--- src/rtl/cmplx_mac_seq_pkg.sv ---
// Shared types for the sequential complex MAC.
//   state_t   : FSM encoding. IDLE, four product steps P0..P3, then DONE.
//   next_step : successor of a product step. P3 goes to DONE.
package cmplx_mac_seq_pkg;

  typedef enum logic [2:0] {
    ST_IDLE = 3'd0,
    ST_P0   = 3'd1,
    ST_P1   = 3'd2,
    ST_P2   = 3'd3,
    ST_P3   = 3'd4,
    ST_DONE = 3'd5
  } state_t;

  function automatic state_t next_step(state_t s);
    case (s)
      ST_P0:   return ST_P1;
      ST_P1:   return ST_P2;
      ST_P2:   return ST_P3;
      ST_P3:   return ST_DONE;
      default: return ST_IDLE;
    endcase
  endfunction

endpackage

--- src/rtl/cmplx_mac_seq_if.sv ---
// Request/result bus of the complex MAC.
//   start/acc_en/clr/a/b : request side, driven by the master.
//   busy/done/out/ovf    : status and result, driven by the MAC (slave).
//   a = {ar, ai}, b = {br, bi}, out = {acc_re, acc_im}.
interface cmplx_mac_seq_if #(
  parameter int W     = 4,
  parameter int ACC_W = 2*W+4
);
  logic               start;
  logic               acc_en;
  logic               clr;
  logic [2*W-1:0]     a;
  logic [2*W-1:0]     b;
  logic               busy;
  logic               done;
  logic [2*ACC_W-1:0] out;
  logic               ovf;

  modport master (output start, acc_en, clr, a, b,
                  input  busy, done, out, ovf);
  modport slave  (input  start, acc_en, clr, a, b,
                  output busy, done, out, ovf);
endinterface

--- src/rtl/cmplx_mac_seq_mult.sv ---
// mult_wxw_signed: combinational W x W -> 2W signed multiplier.
//   x, y : signed operands
//   p    : signed full-width product
module mult_wxw_signed #(
  parameter int W = 4
) (
  input  logic signed [W-1:0]   x,
  input  logic signed [W-1:0]   y,
  output logic signed [2*W-1:0] p
);
  // Explicit sign extension keeps the multiply at full product width.
  logic signed [2*W-1:0] xe, ye;
  assign xe = {{W{x[W-1]}}, x};
  assign ye = {{W{y[W-1]}}, y};
  assign p  = xe * ye;
endmodule

--- src/rtl/cmplx_mac_seq.sv ---
// cmplx_mac_seq: sequential complex multiply-accumulate.
// (ar + j*ai)*(br + j*bi) is formed over four steps on one shared multiplier
// and one shared ACC_W adder/subtractor, then added into (or replaces)
// the real/imag accumulators.
//   clk : rising-edge clock
//   rst : asynchronous reset, active low
//   bus : slave side of cmplx_mac_seq_if (start/acc_en/clr/a/b in,
//         busy/done/out/ovf out)
// SAT=1 clamps an overflowing step to +max/-min; SAT=0 wraps. Either way
// the sticky ovf flag is set.
module cmplx_mac_seq
  import cmplx_mac_seq_pkg::*;
#(
  parameter int W     = 4,
  parameter int ACC_W = 2*W+4,
  parameter bit SAT   = 1'b0
) (
  input  logic          clk,
  input  logic          rst,
  cmplx_mac_seq_if.slave bus
);

  state_t                state;
  logic signed [W-1:0]   ar, ai, br, bi;
  logic [ACC_W-1:0]      acc_re, acc_im;
  logic                  busy_q, done_q, ovf_q;

  // Operand steering onto the shared multiplier.
  logic signed [W-1:0]   mx, my;
  logic signed [2*W-1:0] prod;

  always_comb begin
    mx = ar;
    my = br;
    case (state)
      ST_P1:   begin mx = ai; my = bi; end
      ST_P2:   begin mx = ar; my = bi; end
      ST_P3:   begin mx = ai; my = br; end
      default: ;
    endcase
  end

  mult_wxw_signed #(.W(W)) u_mult (.x(mx), .y(my), .p(prod));

  // Shared adder: P0/P1 target acc_re, P2/P3 target acc_im; P1 subtracts
  // by inverting the addend and injecting a carry.
  logic             sel_re, sub, step_ovf;
  logic [ACC_W-1:0] acc_cur, addend, sum, res;

  assign sel_re  = (state == ST_P0) || (state == ST_P1);
  assign sub     = (state == ST_P1);
  assign acc_cur = sel_re ? acc_re : acc_im;
  assign addend  = {{(ACC_W-2*W){prod[2*W-1]}}, prod} ^ {ACC_W{sub}};
  assign sum     = acc_cur + addend + {{(ACC_W-1){1'b0}}, sub};
  // Checked on the inverted addend, this is exact for subtraction as well.
  assign step_ovf = (acc_cur[ACC_W-1] == addend[ACC_W-1]) &&
                    (sum[ACC_W-1]     != acc_cur[ACC_W-1]);

  always_comb begin
    res = sum;
    if (SAT && step_ovf)
      res = acc_cur[ACC_W-1] ? {1'b1, {(ACC_W-1){1'b0}}}
                             : {1'b0, {(ACC_W-1){1'b1}}};
  end

  always_ff @(posedge clk or negedge rst) begin
    if (!rst) begin
      state  <= ST_IDLE;
      ar     <= '0;
      ai     <= '0;
      br     <= '0;
      bi     <= '0;
      acc_re <= '0;
      acc_im <= '0;
      busy_q <= 1'b0;
      done_q <= 1'b0;
      ovf_q  <= 1'b0;
    end else if (bus.clr) begin
      // clr wins over start and aborts any step in flight.
      state  <= ST_IDLE;
      acc_re <= '0;
      acc_im <= '0;
      busy_q <= 1'b0;
      done_q <= 1'b0;
      ovf_q  <= 1'b0;
    end else begin
      case (state)
        ST_IDLE, ST_DONE: begin
          done_q <= 1'b0;
          if (bus.start) begin
            {ar, ai} <= bus.a;
            {br, bi} <= bus.b;
            if (!bus.acc_en) begin
              acc_re <= '0;
              acc_im <= '0;
              ovf_q  <= 1'b0;
            end
            state  <= ST_P0;
            busy_q <= 1'b1;
          end else begin
            state <= ST_IDLE;
          end
        end
        ST_P0, ST_P1, ST_P2, ST_P3: begin
          if (sel_re) acc_re <= res;
          else        acc_im <= res;
          if (step_ovf) ovf_q <= 1'b1;
          state <= next_step(state);
          if (state == ST_P3) begin
            busy_q <= 1'b0;
            done_q <= 1'b1;
          end
        end
        default: begin
          state  <= ST_IDLE;
          busy_q <= 1'b0;
          done_q <= 1'b0;
        end
      endcase
    end
  end

  assign bus.busy = busy_q;
  assign bus.done = done_q;
  assign bus.ovf  = ovf_q;
  assign bus.out  = {acc_re, acc_im};

endmodule

--- src/flat_wrapper.sv ---
// flat-port wrapper written by rule: the top's interface ports become plain ports
module cmplx_mac_seq_flat import cmplx_mac_seq_pkg::*;
#(
  parameter int W     = 4,
  parameter int ACC_W = 2*W+4,
  parameter bit SAT   = 1'b0
)
  (clk, rst, bus_start, bus_acc_en, bus_clr, bus_a, bus_b, bus_busy, bus_done, bus_out, bus_ovf);
  cmplx_mac_seq_if #(.W(W), .ACC_W(ACC_W)) bus_i ();
  input  logic clk;
  input  logic rst;
  input wire logic [$bits(bus_i.start)-1:0] bus_start;
  input wire logic [$bits(bus_i.acc_en)-1:0] bus_acc_en;
  input wire logic [$bits(bus_i.clr)-1:0] bus_clr;
  input wire logic [$bits(bus_i.a)-1:0] bus_a;
  input wire logic [$bits(bus_i.b)-1:0] bus_b;
  output wire logic [$bits(bus_i.busy)-1:0] bus_busy;
  output wire logic [$bits(bus_i.done)-1:0] bus_done;
  output wire logic [$bits(bus_i.out)-1:0] bus_out;
  output wire logic [$bits(bus_i.ovf)-1:0] bus_ovf;
  assign bus_i.start = bus_start;
  assign bus_i.acc_en = bus_acc_en;
  assign bus_i.clr = bus_clr;
  assign bus_i.a = bus_a;
  assign bus_i.b = bus_b;
  assign bus_busy = bus_i.busy;
  assign bus_done = bus_i.done;
  assign bus_out = bus_i.out;
  assign bus_ovf = bus_i.ovf;
  cmplx_mac_seq #(.W(W), .ACC_W(ACC_W), .SAT(SAT)) u_core (.clk(clk), .rst(rst), .bus(bus_i));
endmodule
--- config.mk ---
export PLATFORM = sky130hd
export DESIGN_NAME = cmplx_mac_seq_flat
export DESIGN_NICKNAME = d
export VERILOG_FILES = /design/src/rtl/cmplx_mac_seq_pkg.sv /design/src/rtl/cmplx_mac_seq_if.sv /design/src/rtl/cmplx_mac_seq_mult.sv /design/src/rtl/cmplx_mac_seq.sv /design/src/flat_wrapper.sv
export SDC_FILE = /design/constraint.sdc
export NUM_CORES = 1
export LEC_CHECK = 0
export ABC_AREA = 1
export BUFFER_PORTS_ARGS = -buffer_cell sky130_fd_sc_hd__buf_4
export CORE_ASPECT_RATIO = 0.8
export CORE_UTILIZATION = 35
export CTS_CLUSTER_SIZE = 8
export DETAILED_ROUTE_END_ITERATION = 6
export GPL_TIMING_DRIVEN = 1
export PLACE_DENSITY = 0.63
export SYNTH_ARGS = -nofsm -noshare
export SYNTH_HDL_FRONTEND = slang
export SYNTH_SLANG_ARGS = --single-unit
--- constraint.sdc ---
create_clock -name clk -period 5.45 [get_ports clk]
set_input_delay 0.2725 -clock clk [delete_from_list [all_inputs] [get_ports clk]]
set_output_delay 0.2725 -clock clk [all_outputs]
set_load 0.03 [all_outputs]
# Yosys cells after proc, flatten, opt, wreduce, memory -nomap -nowiden
# Index checks and enable logic that the tools add are counted.
# totals
regBits	46
input_bits	21
out_inout_bits	27
elab_cells	68
# op_classes
addsub	2
multipliers	1
eq_ne	13
muxes	27
n_bitwise	2
n_reduce_logical	13
# op_table
operator	n
two-way mux 12 bit	7
one-hot mux 12 bit (2 select lines)	2
adder 12 x 1 -> 12 bit	1
adder 12 bit	1
one-hot mux 3 bit (4 select lines)	1
AND reduction 4 bit	3
XOR 12 bit	1
two-way mux 1 bit	11
!= test 3 x 2 -> 1 bit (second input constant)	3
!= test 3 bit (second input constant)	3
multiplier 4 x 4 -> 8 bit	1
two-way mux 4 bit	2
equality test 3 x 2 -> 1 bit (second input constant)	2
equality test 3 bit (second input constant)	2
one-hot mux 3 bit (2 select lines)	1
OR reduction 2 bit	3
one-hot mux 1 bit (2 select lines)	2
OR reduction 4 bit	1
equality test 3 x 1 -> 1 bit (second input constant)	1
logical NOT 3 bit	1
two-way mux 3 bit	1
AND reduction 3 bit	1
nonzero test 3 bit	1
AND reduction 2 bit	1
other kinds (5)	5

# Depth between registers and ports, before layout
# logic_depth
depth_word	12
mapped_depth	32
ltp_nobuf	32

# Hierarchy
# A second synthesis with hierarchy kept.
# hier_totals
hier_cells	438
hier_area_um2	3594.7
# by_module_without_submodules
mod	instances	cells_per_inst	area_each_um2	seq_area_each_um2
cmplx_mac_seq	1	337	2932.8	1151.1
mult_wxw_signed	1	101	661.9	0.0

# Worst setup path after synthesis
# No wires, ideal clock.
# synth_timing
kind	reg-to-reg
start	reg u_core.state[2]
end	reg u_core.acc_re[8]
setup_time_ns	0.136
arrival_time_ns	4.611
required_ns	5.314
setup_slack_ns	0.703
stages_incl_launch_ff	25
n_path_buf	1
synth_period_minus_slack_ns	4.747
cell_sequence	dfrtp_1 inv_2 nand3_2 buf_6 nand3_1 nand2_1 inv_1 nand2_1 fa_1 fa_1 fa_1 inv_1 ha_1 fa_1 xnor2_1 ha_1 nand2_1 nand2_1 a21oi_1 nor2_1 o21ai_1 nand2_1 or2_0 nand3_1 o21ai_0
# synth_via
elab_chain_len	10
elab_cells_between_ends	26
classes_between	add/sub: 2; mul: 1; eq/ne: 8; mux: 6; bitwise: 1; reduce/logical: 8
# synth_rtl
item	line	text
from (decl)	cmplx_mac_seq.sv:23	state_t state;
from (signal assigned)	cmplx_mac_seq.sv:108	state <= next_step(state);
equality test 3 bit, or another cell as far along	cmplx_mac_seq.sv:35, cmplx_mac_seq.sv:87	
OR reduction 2 bit (no line)	n/a	
two-way mux 4 bit	cmplx_mac_seq.sv:35	case (state)
multiplier 4 x 4 -> 8 bit	cmplx_mac_seq_mult.sv:15	assign p = xe * ye;
XOR 12 bit	cmplx_mac_seq.sv:53	assign addend = {{(ACC_W-2*W){prod[2*W-1]}}, prod} ^ {ACC_W{sub}};
adder 12 bit	cmplx_mac_seq.sv:54	assign sum = acc_cur + addend + {{(ACC_W-1){1'b0}}, sub};
adder 12 x 1 -> 12 bit	cmplx_mac_seq.sv:54	
two-way mux 12 bit	cmplx_mac_seq.sv:105	if (sel_re) acc_re <= res;
one-hot mux 12 bit (2 select lines)	cmplx_mac_seq.sv:87	case (state)
two-way mux 12 bit	cmplx_mac_seq.sv:78	end else if (bus.clr) begin
to (signal assigned)	cmplx_mac_seq.sv:105	
to (decl)	cmplx_mac_seq.sv:25	logic [ACC_W-1:0] acc_re, acc_im;
# Several ways; a longest one is shown, not always the timed one. The select of a mux whose other input is x is not followed.
# A chain may end at the register's enable or synchronous reset.

# Worst setup path after layout
# layout_timing
start	reg u_core.state[1]
end	reg u_core.acc_im[10]
# layout_via
elab_chain_len	10
elab_cells_between_ends	26
classes_between	add/sub: 2; mul: 1; eq/ne: 8; mux: 6; bitwise: 1; reduce/logical: 8
# layout_rtl
item	line	text
equality test 3 bit, or another cell as far along	cmplx_mac_seq.sv:35, cmplx_mac_seq.sv:87	
OR reduction 2 bit (no line)	n/a	
two-way mux 4 bit	cmplx_mac_seq.sv:35	
multiplier 4 x 4 -> 8 bit	cmplx_mac_seq_mult.sv:15	
XOR 12 bit	cmplx_mac_seq.sv:53	
adder 12 bit	cmplx_mac_seq.sv:54	
adder 12 x 1 -> 12 bit	cmplx_mac_seq.sv:54	
two-way mux 12 bit	cmplx_mac_seq.sv:105	
one-hot mux 12 bit (2 select lines)	cmplx_mac_seq.sv:87	
two-way mux 12 bit	cmplx_mac_seq.sv:78	
to (signal assigned)	cmplx_mac_seq.sv:106	else acc_im <= res;
to (decl)	cmplx_mac_seq.sv:25	
# Several ways; a longest one is shown, not always the timed one. The select of a mux whose other input is x is not followed.

==> reports/qor.txt <==
worst flop-to-flop path endpoint = u_core.acc_im[10]$_DFFE_PN0P_
grt total ovfl = 0
vias in the first global route = 2805
crit path time final = 5.08 ns
Post-Syn Nets = 489
total CTS buffers = 5
Die H = 89.5 µm
Residual DRC = 4
Worst Path Arrival = 5.30 ns
crit path from = u_core.state[1]$_DFF_PN0_
Worst path max stage delay = 0.57 ns
share of layout cells above drive strength 1 = 21.6%
nets = 537
initial antenna violation count = 0
row cnt = 31
ys flop type = dfrtp_1
Synth area leaders = dfrtp_1 (34%), nand2_1 (13%), ha_1 (7.5%)
Setup Buffers After CTS = 0
die area = 9970 µm²
post-synthesis sequential area ratio = 34.3%
# fillers = 914
Startpoint Class = flip-flop
period utilisation layout = 93.2%
post-synth top area cell = dfrtp_1
Hold Worst Slack = -0.0148 ns
Port Buffers = 47
Hold Path Class = primary input to async pin
# Max-Cap Violations = 0
Clk Latency, worst-skew pair = 0.29 ns
Worst-Margin Slew = 0.968 ns
Die Width = 111 µm
Post-DP HPWL = 5930 µm
clk sink count = 46
register area = 1150 µm²
number of diodes = 0
I/O Pins = 48
Syn. warnings = 0
Worst Path Max Fanout = 8
Mapped Area = 3350 µm²
share of the synthesized area in the top cell type = 34.3%
critical path class = flip-flop to flip-flop
Max Clk Rate = 197 MHz
worst rel slew slack = 35.2%
Crit path required time = 5.67 ns
Fin Clk Skew = 0.00525 ns
Cell variety after synth = 30
Worst-path clk slew = 0.07 ns
CP dominant cell by count = nand2_1
Detail Route Antenna Nets = 0
GRT Overall Usage = 16.7%
Pins Over Slew Limit = 0
Root Buffer Master = clkbuf_16
final setup vio count = 0
RD Place Congestion = 0.915
CP top delay family = adder cells
Multi-input gate area = 1970 µm²
TritonCTS clock tree = done
Post-synth EDFFs = 0
first-pass GRT wire length = 13200 µm
Syn Area/Cell = 7.67 µm²
drt total wl = 7580 µm
CP Buf/Inv Count = 2
most common cell in the netlist = nand2_1
Hold-fix buffers, CTS = 0
FF-to-FF path depth = 25
failing checks = design-rule violations, negative hold slack
Crit. End Element = flip-flop
Worst R2R Start = u_core.state[1]$_DFF_PN0_
largest net degree at the start of global routing = 47
synthesized netlist cell count = 437
routed wire length per instance = 12.6 µm
Yosys reg bits = 46
Clock Path Buffers = 2
initial DRC count = 155
endpoints failing hold = 29
DRT Pass-1 Iters = 6
R2R setup slack = 0.37 ns
list of most frequent post-synthesis cells = nand2_1 (118), inv_1 (60), dfrtp_1 (46)
core area = 9190 µm²
Via Count = 2827
Initial Util = 36.5%
Layout area overhead = 19.6%
status = complete, but fails checks
H-tree depth = 2
post-cts resize count = 0
fraction of registers with async set/reset = 100%
Slowest-stage cell, CP = fa_1
via/cell ratio = 4.70
==> final cells by class <==
type	instances	share of cell area [%]
inverter	64	5.99
tap	115	3.59
multi-input combinational	320	49.1
sequential	46	28.8
clock inverter	2	0.343
timing repair buffer	48	8.99
clock buffer	6	3.21
==> worst reg2reg max path, cell delays in order, from the launching register on <==
cell and delay, ns:
dfrtp_2 0.47, nor2_4 0.18, nand2_4 0.12, nand3_1 0.10
nand2_1 0.09, inv_1 0.10, nand2_1 0.08, fa_1 0.57
fa_1 0.44, fa_1 0.54, inv_1 0.04, ha_1 0.22
fa_1 0.50, xnor2_2 0.22, ha_4 0.25, nand2_1 0.09
nand2_1 0.09, a21oi_2 0.14, nor2_1 0.08, o21ai_1 0.13
nand2_1 0.10, nand3_1 0.10, nand2_1 0.06, nand2_1 0.05
nand3_1 0.09, o21ai_1 0.17
==> how the worst max path moves through the flow <==
stage                     slack [ns]  depth (start not counted)                       endpoint
final                           0.37                         25  u_core.acc_im[10]$_DFFE_PN0P_
after floorplan                 0.70                         24   u_core.acc_re[8]$_DFFE_PN0P_
after global placement          0.23                         22   u_core.acc_re[8]$_DFFE_PN0P_
after detailed placement        0.14                         22   u_core.acc_im[8]$_DFFE_PN0P_
after CTS                       0.12                         24  u_core.acc_re[10]$_DFFE_PN0P_
after global routing           -0.05                         25  u_core.acc_im[10]$_DFFE_PN0P_
==> kinds of logic (layout without fill, tap and decap cells) <==
| kind of cell | count (synthesis) | after routing | share of synthesized area (%) |
|---|---|---|---|
| flip-flops | 46 | 46 | 34.3 |
| AND/OR/NAND/NOR | 214 | 214 | 28.9 |
| AO/OA/AOI/OAI | 56 | 56 | 8.96 |
| buffers and inverters | 71 | 120 | 8.17 |
| XOR/XNOR | 10 | 10 | 2.61 |
| multiplexers | 9 | 9 | 3.02 |
| adder cells (fa/ha/maj) | 31 | 31 | 14.0 |
==> layer usage <==
metal  up-vias  GRT usage [%]  share of wire, %
li1       1481              -                 -
met1      1289           22.8                50
met2        52           27.7                45
met3         5           3.66               4.3
met4         0           3.32              0.55
met5         -              0                 0
==> stage by stage <==
stage	instances	TNS, ns	utilization (%)	setup slack, ns	cell area, µm²
floorplan	437	0	-	0.703	3350
global placement	593	0	41.6	0.229	3820
detailed placement	593	0	41.6	0.143	3820
CTS	601	0	43.1	0.116	3970
global route	601	-0.130	43.6	-0.0495	4010
finish	601	0	43.6	0.370	4010
==> flip-flops by register name, indices dropped and copies added, names as in the netlist <==
name             cells
u_core.ar            4
u_core.acc_im       12
u_core.bus.done      1
u_core.ai            4
u_core.acc_re       12
u_core.br            4
u_core.state         3
u_core.bi            4
u_core.bus.busy      1
u_core.bus.ovf       1
==> cells in the final DEF, fill, tap and decap left out, types with 2 or more instances in the layout <==
cell and instances:
clkbuf_16 5, o21ai_2 3, nand3_1 27, o21ai_0 26, dfrtp_1 44, nand4_1 4
a21oi_1 17, inv_2 4, fa_1 11, inv_1 60, o21ai_1 6, nand2_4 3
xor2_1 3, ha_1 19, dfrtp_2 2, nand2_2 11, mux2_2 9, nand3b_1 2
nor2_2 3, nor2_1 35, nand3_2 5, a21oi_2 2, buf_4 48, nand2_1 118
or2_2 2, xnor2_1 6
Power is left out: the tool's default activity adds up to more than one toggle a clock period on the data nets, which glitch-free logic cannot reach.
